`config.mk`:
```
export PLATFORM = sky130hd
export DESIGN_NAME = l2_port_arbiter
export DESIGN_NICKNAME = d
export VERILOG_FILES = /design/src/rtl/l2_port_arbiter_pkg.sv /design/src/rtl/l2_port_arbiter_rr_pick.sv /design/src/rtl/l2_port_arbiter.sv
export SDC_FILE = /design/constraint.sdc
export NUM_CORES = 1
export LEC_CHECK = 0
export ABC_AREA = 1
export ABC_CLOCK_PERIOD_IN_PS = 3650
export CAP_MARGIN = 20
export CORE_AREA = 2 2 284 286
export DETAILED_ROUTE_END_ITERATION = 10
export DIE_AREA = 0 0 286 288
export DONT_BUFFER_PORTS = 1
export PLACE_DENSITY_LB_ADDON = 0.08
export SYNTH_ARGS = -nofsm -noshare
export SYNTH_HDL_FRONTEND = slang
export SYNTH_SLANG_ARGS = --single-unit
```
`constraint.sdc`:
```
create_clock -name clk -period 3.65 [get_ports clk]
set_input_delay 1.095 -clock clk [delete_from_list [all_inputs] [get_ports clk]]
set_output_delay 1.095 -clock clk [all_outputs]
set_load 0.005 [all_outputs]
```
`src/rtl/l2_port_arbiter_pkg.sv`:
```
// Shared widths, FSM states and the latched command payload for the L2 port arbiter.
package l2_port_arbiter_pkg;

  localparam int unsigned ADDR_W = 16;
  localparam int unsigned LINE_W = 128;
  localparam int unsigned CNT_W  = 16;

  typedef enum logic [1:0] {
    ARB_IDLE,
    ARB_GNT_I,
    ARB_GNT_D,
    ARB_DRAIN
  } arb_state_t;

  typedef struct packed {
    logic              read;
    logic              write;
    logic [ADDR_W-1:0] address;
    logic [LINE_W-1:0] wdata;
  } arb_cmd_t;

  // Write wins when a cache raises read and write together.
  function automatic arb_cmd_t make_cmd(input logic              rd,
                                        input logic              wr,
                                        input logic [ADDR_W-1:0] addr,
                                        input logic [LINE_W-1:0] data);
    arb_cmd_t c;
    c.read    = rd & ~wr;
    c.write   = wr;
    c.address = addr;
    c.wdata   = data;
    return c;
  endfunction

endpackage

```
`src/rtl/l2_port_arbiter_rr_pick.sv`:
```
// Two-way round-robin pick between I-cache and D-cache requests.
module l2_port_arbiter_rr_pick (
  input  logic i_req,
  input  logic d_req,
  input  logic last_d,
  output logic pick_valid,
  output logic pick_d
);

  // On a tie the side that did not win last time goes next.
  assign pick_valid = i_req | d_req;
  assign pick_d     = d_req & (~i_req | ~last_d);

endmodule

```
`src/rtl/l2_port_arbiter.sv`:
```
// Shares one L2 request port between I-cache and D-cache; one transaction in flight,
// command latched at grant, completion steered back to the owning cache only.
module l2_port_arbiter
  import l2_port_arbiter_pkg::*;
(
  input  logic              clk,
  input  logic              rst_n,
  input  logic              i_read,
  input  logic              i_write,
  input  logic [ADDR_W-1:0] i_address,
  input  logic [LINE_W-1:0] i_wdata,
  output logic              i_resp,
  input  logic              d_read,
  input  logic              d_write,
  input  logic [ADDR_W-1:0] d_address,
  input  logic [LINE_W-1:0] d_wdata,
  output logic              d_resp,
  output logic              l2_read,
  output logic              l2_write,
  output logic [ADDR_W-1:0] l2_address,
  output logic [LINE_W-1:0] l2_wdata,
  input  logic              l2_resp,
  input  logic [LINE_W-1:0] l2_rdata,
  output logic [LINE_W-1:0] rdata,
  output logic              grant_d,
  output logic [CNT_W-1:0]  i_grants,
  output logic [CNT_W-1:0]  d_grants
);

  arb_state_t state;
  arb_cmd_t   cmd;
  arb_cmd_t   pick_cmd;
  logic       last_d;
  logic       pick_valid;
  logic       pick_d;

  l2_port_arbiter_rr_pick u_pick (
    .i_req      (i_read | i_write),
    .d_req      (d_read | d_write),
    .last_d     (last_d),
    .pick_valid (pick_valid),
    .pick_d     (pick_d)
  );

  assign pick_cmd = pick_d ? make_cmd(d_read, d_write, d_address, d_wdata)
                           : make_cmd(i_read, i_write, i_address, i_wdata);

  // Completion and read data pass straight through to the owner in the l2_resp cycle.
  assign i_resp     = l2_resp & (state == ARB_GNT_I);
  assign d_resp     = l2_resp & (state == ARB_GNT_D);
  assign rdata      = l2_rdata;
  assign l2_address = cmd.address;
  assign l2_wdata   = cmd.wdata;

  always_ff @(posedge clk or negedge rst_n) begin
    if (!rst_n) begin
      state    <= ARB_IDLE;
      cmd      <= '0;
      last_d   <= 1'b0;
      l2_read  <= 1'b0;
      l2_write <= 1'b0;
      grant_d  <= 1'b0;
      i_grants <= '0;
      d_grants <= '0;
    end else begin
      case (state)
        ARB_IDLE: begin
          if (pick_valid) begin
            cmd      <= pick_cmd;
            last_d   <= pick_d;
            l2_read  <= pick_cmd.read;
            l2_write <= pick_cmd.write;
            grant_d  <= pick_d;
            state    <= pick_d ? ARB_GNT_D : ARB_GNT_I;
          end
        end
        ARB_GNT_I, ARB_GNT_D: begin
          if (l2_resp) begin
            l2_read  <= 1'b0;
            l2_write <= 1'b0;
            grant_d  <= 1'b0;
            if (state == ARB_GNT_D) d_grants <= d_grants + CNT_W'(1);
            else                    i_grants <= i_grants + CNT_W'(1);
            state    <= ARB_DRAIN;
          end
        end
        // One idle cycle so the served cache can drop its request.
        ARB_DRAIN: state <= ARB_IDLE;
        default:   state <= ARB_IDLE;
      endcase
    end
  end

endmodule
```
==> key figures, run 1 <==
Outcome
  – Status: completed

Global route
  – GRT Total Usage: under 10%
  – First-pass GRT wire length: about 57 mm
  – Largest net degree at the start of global routing: roughly 180
  – Initial antenna violation count: 3
  – Number of global-route vias before repair: between 7000 and 8000
  – GRT Residual Overflow: 0

Setup path
  – Slowest CP cell: dfrtp_1
  – Crit path top cell by count: inv_1
  – Arrival @ worst endpoint: between 1 and 1.5 ns
  – Top delay family on crit path: flip-flops
  – CP max stage delay: roughly 0.4 ns
  – Worst Path Max Fanout: 4
  – WP buf/inv: 2
  – Critical Path, Cell by Cell: inv_1 -> ha_1 -> nand2_1 -> inv_1
  – WS Path Type: reg -> out
  – Crit. End Element: output pin
  – Worst Path Required: 2.55 ns
  – Worst setup SP type: flip-flop

Synth
  – Synth cell types: 25
  – YS warnings: 0
  – Synth top area share: a little under half
  – Cell count after synthesis: 1159
  – Seq/Total Area, Yosys: a little under half
  – Cell taking the most area after synthesis: dfrtp_1
  – Post-Synthesis Cell Area: between 9000 and 10000 um^2
  – Syn_area_per_cell: approximately 8.2 um^2
  – Syn Nets: ~1600
  – Flops & latches, synth: between 150 and 200
  – Synth top area cells: dfrtp_1 48%, a21oi_1 15%, buf_4 12%

Floorplan
  – Die Height: about 290 um
  – Die ar.: 82400 um^2
  – Top Ports: approximately 730
  – Cell Rows: between 100 and 150
  – Initial Util: approximately an eighth
  – Die Width: about 290 um
  – Core area: between 70000 and 80000 um^2

Run
  – Max-cap violations: 0

Clock network
  – Clock slew at reported path FFs: 0.08 ns
  – Clk root buf: clkbuf_16
  – Buffer count from post-CTS setup fixing: 0
  – Clock Latency Late Sink: a little under 0.5 ns
  – Max Root-Sink Buffers: 2
  – CTS tree: done
  – H-tree levels: 4
  – Number of clock sinks: around 180
  – CTS Buf Count: 17
  – Resize count post-CTS: 0
  – Hold_buf cts: 0

Layout
  – Most frequent cells in the layout: 288 x a21oi_1, 220 x nand2_1, 182 x dfrtp_1, 171 x nor2_1, 28 x inv_1
  – Area grow syn2layout: 8.51%
  – Fraction of layout cells with a size suffix above 1: 6.03%
  – FILL cells: 9210
  – Non-filler cells, final: 2073
  – Final #Nets: approximately 1400
  – Commonest non-fill, non-tap cell in the layout: a21oi_1

Power
  – PD cells: ~880 nW/um^2
  – Int Power: about 0.0051 W
  – Switch share: 44.4%
  – Sequential fraction of design power: a little over two fifths
  – LEAKAGE: around 4.1 nW
  – VDD IR max: around 340 uV
  – Combinational power share: a little over a third
  – Psw: a little over 0.004 W
  – Power Total: about 0.0091 W
  – Clock power frac: between 20% and 30%

Timing
  – Final Skew: around 0.013 ns
  – Final setup viols: 0
  – Final Max Tran Viols: 0
  – Slew @ Worst Pin: just under 0.7 ns
  – Headroom to the max-slew limit: between 50% and 60%
  – Fmax achieved: approximately 400 MHz
  – RSZ-0062 raised after global routing: false
  – Setup TNS: 0 ns
  – Final Hold Fails: 0
  – Minimum clock period: roughly 2.5 ns
  – Crit share post-route: 67.9%

Worst hold path
  – Worst Hold Class: in -> async

Detailed routing
  – Drt pass-1 iters: 5
  – Residual DRC: 0
  – Drt first-iter violations: approximately 250
  – Number of vias in the routed layout: 7213
  – Detail Route Antenna Nets: 0
  – WL/cell: ~20 um
  – Via-to-Cell Ratio: between 3 and 4
  – Routed WL: 41.2 mm

Placed design
  – Port Buf Inserts: 0
  – Post-DP HPWL: between 20 and 30 mm
  – Placer Congestion: a little over 0.7
  – Placed Instances: between 2000 and 2500
-- worst register-to-register path: stages, from the launching register on --
cell     delay (ns)
dfrtp_1        0.43
inv_1          0.12
ha_1           0.33
nand2_8        0.19
inv_6          0.37
buf_12         0.32
nor2_1         0.17
a21oi_1        0.13
-- per-layer routing --
metal  share of wire (%)  vias up  GRT usage [%]
met4                 4.0        0           5.50
met3                 8.7       86           4.22
met1                  37     3484           10.1
met5                   0        -              0
met2                  50      323           16.1
li1                    -     3320              -
-- cells in the mapped netlist --
library cell,count
buf_2,39
nand3_2,2
nand2_2,5
xor2_1,9
o211ai_1,1
inv_2,4
o21ai_1,1
dfrtp_1,182
nand3_1,12
nand2_1,220
buf_6,3
clkbuf_1,2
a21oi_1,288
nor2_2,3
nor3_1,3
ha_1,7
nand4_1,10
nand3b_1,1
nor2_4,3
o21ai_0,3
xnor2_1,14
o21ai_2,1
nor2_1,171
buf_4,147
inv_1,28
-- state kept, by name, summed over array words and instances (netlist names) --
register and count:
state 2, l2_write 1, last_d 1, i_grants 16, l2_address 16, l2_read 1
l2_wdata 128, grant_d 1, d_grants 16
-- cell type report --
type / instances / area [um^2] / area share (%)
Sequential cell: 182 / 4550 / 44.2
Multi-Input combinational cell: 754 / 3510 / 34.1
Tap cell: 1060 / 1330 / 12.9
Clock buffer: 17 / 425 / 4.13
Timing Repair Buffer: 13 / 185 / 1.80
Clock inverter: 13 / 171 / 1.66
Inverter: 32 / 128 / 1.24
Antenna cell: 2 / 5.00 / 0.0486
-- stage by stage --
stage | hold WS (ns) | setup WS (ns) | instance area (um^2) | utilization (%)
floorplan | 0.465 | 1.35 | 9500 | -
global placement | 0.523 | 0.864 | 9700 | 12.2
detailed placement | 0.519 | 0.861 | 9700 | 12.2
CTS | 0.224 | 1.07 | 10300 | 12.9
global route | 0.234 | 1.02 | 10300 | 12.9
finish | 0.298 | 1.17 | 10300 | 12.9
-- power groups by stage --
| stage | clock network, W | registers [W] | logic, W |
|---|---|---|---|
| final | 0.00207 | 0.00388 | 0.00315 |
| after detailed placement | 0 | 0.00396 | 0.00327 |
| after CTS | 0.00222 | 0.00394 | 0.00327 |
| after global placement | 0 | 0.00402 | 0.00324 |
| after global routing | 0.00227 | 0.00400 | 0.00362 |
| after floorplan | 0 | 0.00351 | 0.00255 |
-- logic make-up after synthesis --
group / after synthesis / synth area share, %
fa+ha+maj: 7 / 0.922
compound gates: 294 / 15.6
xor+xnor: 23 / 2.12
buf+inv: 223 / 15.4
flops: 182 / 48.0
simple gates: 430 / 18.1
-- final timing paths --
check,start,endpoint,slack (ns),cells after the start
worst max register to register,state[1]$_DFFE_PN0P_,l2_wdata[117]$_DFFE_PN0P_,1.52,7
worst max-delay path,state[0]$_DFFE_PN0P_,d_resp,1.17,4
worst min-delay path,rst_n,l2_wdata[110]$_DFFE_PN0P_,0.30,0
min in group clk,state[0]$_DFFE_PN0P_,state[0]$_DFFE_PN0P_,0.53,2
worst min register to register,state[0]$_DFFE_PN0P_,state[0]$_DFFE_PN0P_,0.53,2
max in group asynchronous,rst_n,l2_wdata[44]$_DFFE_PN0P_,2.96,0
(Power assumes the default switching activity.)
==> run 2, diff against run 1 <==
--- a/config.mk
+++ b/config.mk
@@ -6,7 +6,7 @@
 export NUM_CORES = 1
 export LEC_CHECK = 0
 export ABC_AREA = 1
-export ABC_CLOCK_PERIOD_IN_PS = 3650
+export ABC_CLOCK_PERIOD_IN_PS = 2540
 export CAP_MARGIN = 20
 export CORE_AREA = 2 2 284 286
 export DETAILED_ROUTE_END_ITERATION = 10
==> constraint.sdc (replaced) <==
create_clock -name clk -period 2.54 [get_ports clk]
set_input_delay 0.762 -clock clk [delete_from_list [all_inputs] [get_ports clk]]
set_output_delay 0.762 -clock clk [all_outputs]
set_load 0.005 [all_outputs]
==> run 2 against run 1 <==
The run now ends with negative hold slack left. Final area is 1.0% higher. Via count is essentially flat. Final cell count is 0.39% higher. Non-clock buffer count is 7 higher. Worst setup slack got worse by 0.80 ns. Combinational power rose by 50%. Worst hold slack got worse by 0.34 ns. Total power rose by 45%. Clock power rose by 43%. Core utilization increased by 0.13 points. Critical path type unchanged.
==> key figures, run 2 (same netlist as run 1, synthesis figures left out) <==
Floorplan
  – Die Height: between 200 and 300 um
  – Top Ports: between 700 and 800
  – Initial Util: 11.9%
  – Cell Rows: ~100
  – Die ar.: between 80000 and 90000 um^2
  – Core area: ~80000 um^2
  – Die Width: between 200 and 300 um

Global route
  – First-pass GRT wire length: 56.7 mm
  – GRT Residual Overflow: 0
  – Largest net degree at the start of global routing: approximately 180
  – Number of global-route vias before repair: roughly 7700
  – Initial antenna violation count: 2
  – GRT Total Usage: about a tenth

Power
  – Combinational power share: a little over a third
  – VDD IR max: between 400 and 500 uV
  – PD cells: between 1000 and 1500 nW/um^2
  – Sequential fraction of design power: 42.0%
  – LEAKAGE: around 4.2 nW
  – Switch share: 43.7%
  – Int Power: around 0.0074 W
  – Clock power frac: around 22%
  – Psw: a little under 0.006 W

Layout
  – Commonest non-fill, non-tap cell in the layout: a21oi_1
  – Post-layout util: a little over an eighth
  – Most frequent cells in the layout: 288 x a21oi_1, 220 x nand2_1, 182 x dfrtp_1, 171 x nor2_1, 28 x inv_1
  – Area grow syn2layout: 9.59%
  – Fraction of layout cells with a size suffix above 1: around 6.6%
  – Final #Nets: approximately 1400
  – FILL cells: 9208
  – Largest register FFs: 128
  – Non-filler cells, final: 2081

Clock network
  – CTS Buf Count: 17
  – CTS tree: done
  – Clock slew at reported path FFs: about 0.080 ns
  – Number of clock sinks: around 180
  – Clock Latency Late Sink: ~0.50 ns
  – Clk root buf: clkbuf_16
  – H-tree levels: 4
  – Max Root-Sink Buffers: 2
  – Buffer count from post-CTS setup fixing: 0

Setup path
  – WP buf/inv: 2
  – CP max stage delay: about 0.40 ns
  – Crit. End Element: output pin
  – Top delay family on crit path: flip-flops
  – Critical Path, Cell by Cell: inv_1 -> ha_1 -> nand2_1 -> inv_1
  – Worst setup SP type: flip-flop
  – WS Path Type: reg -> out
  – Slowest CP cell: dfrtp_1
  – Crit path top cell by count: inv_1
  – Arrival @ worst endpoint: approximately 1.4 ns
  – Worst reg-to-reg setup slack: around 0.5 ns
  – Worst Path Max Fanout: 4
  – Worst Path Required: between 1.5 and 2 ns

Placed design
  – Port Buf Inserts: 0
  – Placer Congestion: 0.708
  – Post-DP HPWL: roughly 29 mm
  – Placed Instances: 2048
  – Dpl ws: roughly 0.33 ns

Timing
  – Fmax achieved: around 460 MHz
  – Minimum clock period: 2.16 ns
  – Final worst setup slack: about 0.38 ns
  – Final Hold Fails: 33
  – Headroom to the max-slew limit: around three fifths
  – Crit share post-route: approximately 85%
  – Final setup viols: 0
  – RSZ-0062 raised after global routing: false
  – Slew @ Worst Pin: 0.586 ns
  – Final Skew: 0.0184 ns
  – Final Max Tran Viols: 0
  – Setup TNS: 0 ns
  – Hold WS: -0.0388 ns

Outcome
  – Status: complete, but fails checks
  – Failing checks: negative hold slack

Detailed routing
  – Drt pass-1 iters: 4
  – Number of vias in the routed layout: 7207
  – Via-to-Cell Ratio: about 3.5
  – Residual DRC: 0
  – Routed WL: roughly 41 mm
  – Drt first-iter violations: around 310
  – WL/cell: 19.5 um
  – Detail Route Antenna Nets: 0

Run
  – Max-cap violations: 0

Worst hold path
  – Worst Hold Class: in -> async
-- run 2: cell types whose count changed in the layout (fill, tap and decap cells not counted), sizes merged --
cell      before  now
diode          2    1
buf           13   20
clkinv         5    3
clkinvlp       1    3
clkbuf        17   21
inv           36   34
-- run 2: per-layer routing --
layer	track usage [%]	part of all wire (%)	up-vias
met1	9.84	36	3495
met5	0	0.032	-
met3	4.40	9.4	81
met4	5.31	3.8	2
met2	16.2	51	300
li1	-	-	3329
-- run 2: cell type report --
type,count,area [um^2],share of cell area [%]
diodes,1,2.50,0.0240
clock buffers,21,450,4.33
clock inverters,11,149,1.43
inverters,32,128,1.23
multi-input cells,754,3510,33.7
flip-flops and latches,182,4550,43.8
well taps,1060,1330,12.7
repair buffers,20,288,2.76
-- run 2: power by group through the flow --
stage | sequential [W] | clock, W | combinational, W
global route | 0.00575 | 0.00325 | 0.00545
CTS | 0.00565 | 0.00318 | 0.00490
finish | 0.00555 | 0.00296 | 0.00471
floorplan | 0.00504 | 0 | 0.00366
global placement | 0.00577 | 0 | 0.00487
detailed placement | 0.00568 | 0 | 0.00491
-- run 2: worst paths after layout --
path                                       from                         to  cells past startpoint
min                                       rst_n  l2_wdata[110]$_DFFE_PN0P_                      0
min reg2reg                state[0]$_DFFE_PN0P_       state[0]$_DFFE_PN0P_                      2
min in group clk                    d_wdata[63]   l2_wdata[63]$_DFFE_PN0P_                      2
max                        state[0]$_DFFE_PN0P_                     d_resp                      4
max reg2reg                state[0]$_DFFE_PN0P_   l2_wdata[36]$_DFFE_PN0P_                      7
max in group asynchronous                 rst_n   l2_wdata[47]$_DFFE_PN0P_                      0
-- run 2: timing repair --
item | CTS | global route
gates resized for setup | 0 | 0
setup endpoints to repair | 0 | 0
endpoints found under the hold margin | 182 | 182
-- run 2: stage by stage --
step	total power, W	instance area [um^2]
floorplan	0.00870	9500
global placement	0.0106	9810
detailed placement	0.0106	9810
CTS	0.0137	10400
global route	0.0144	10400
finish	0.0132	10400
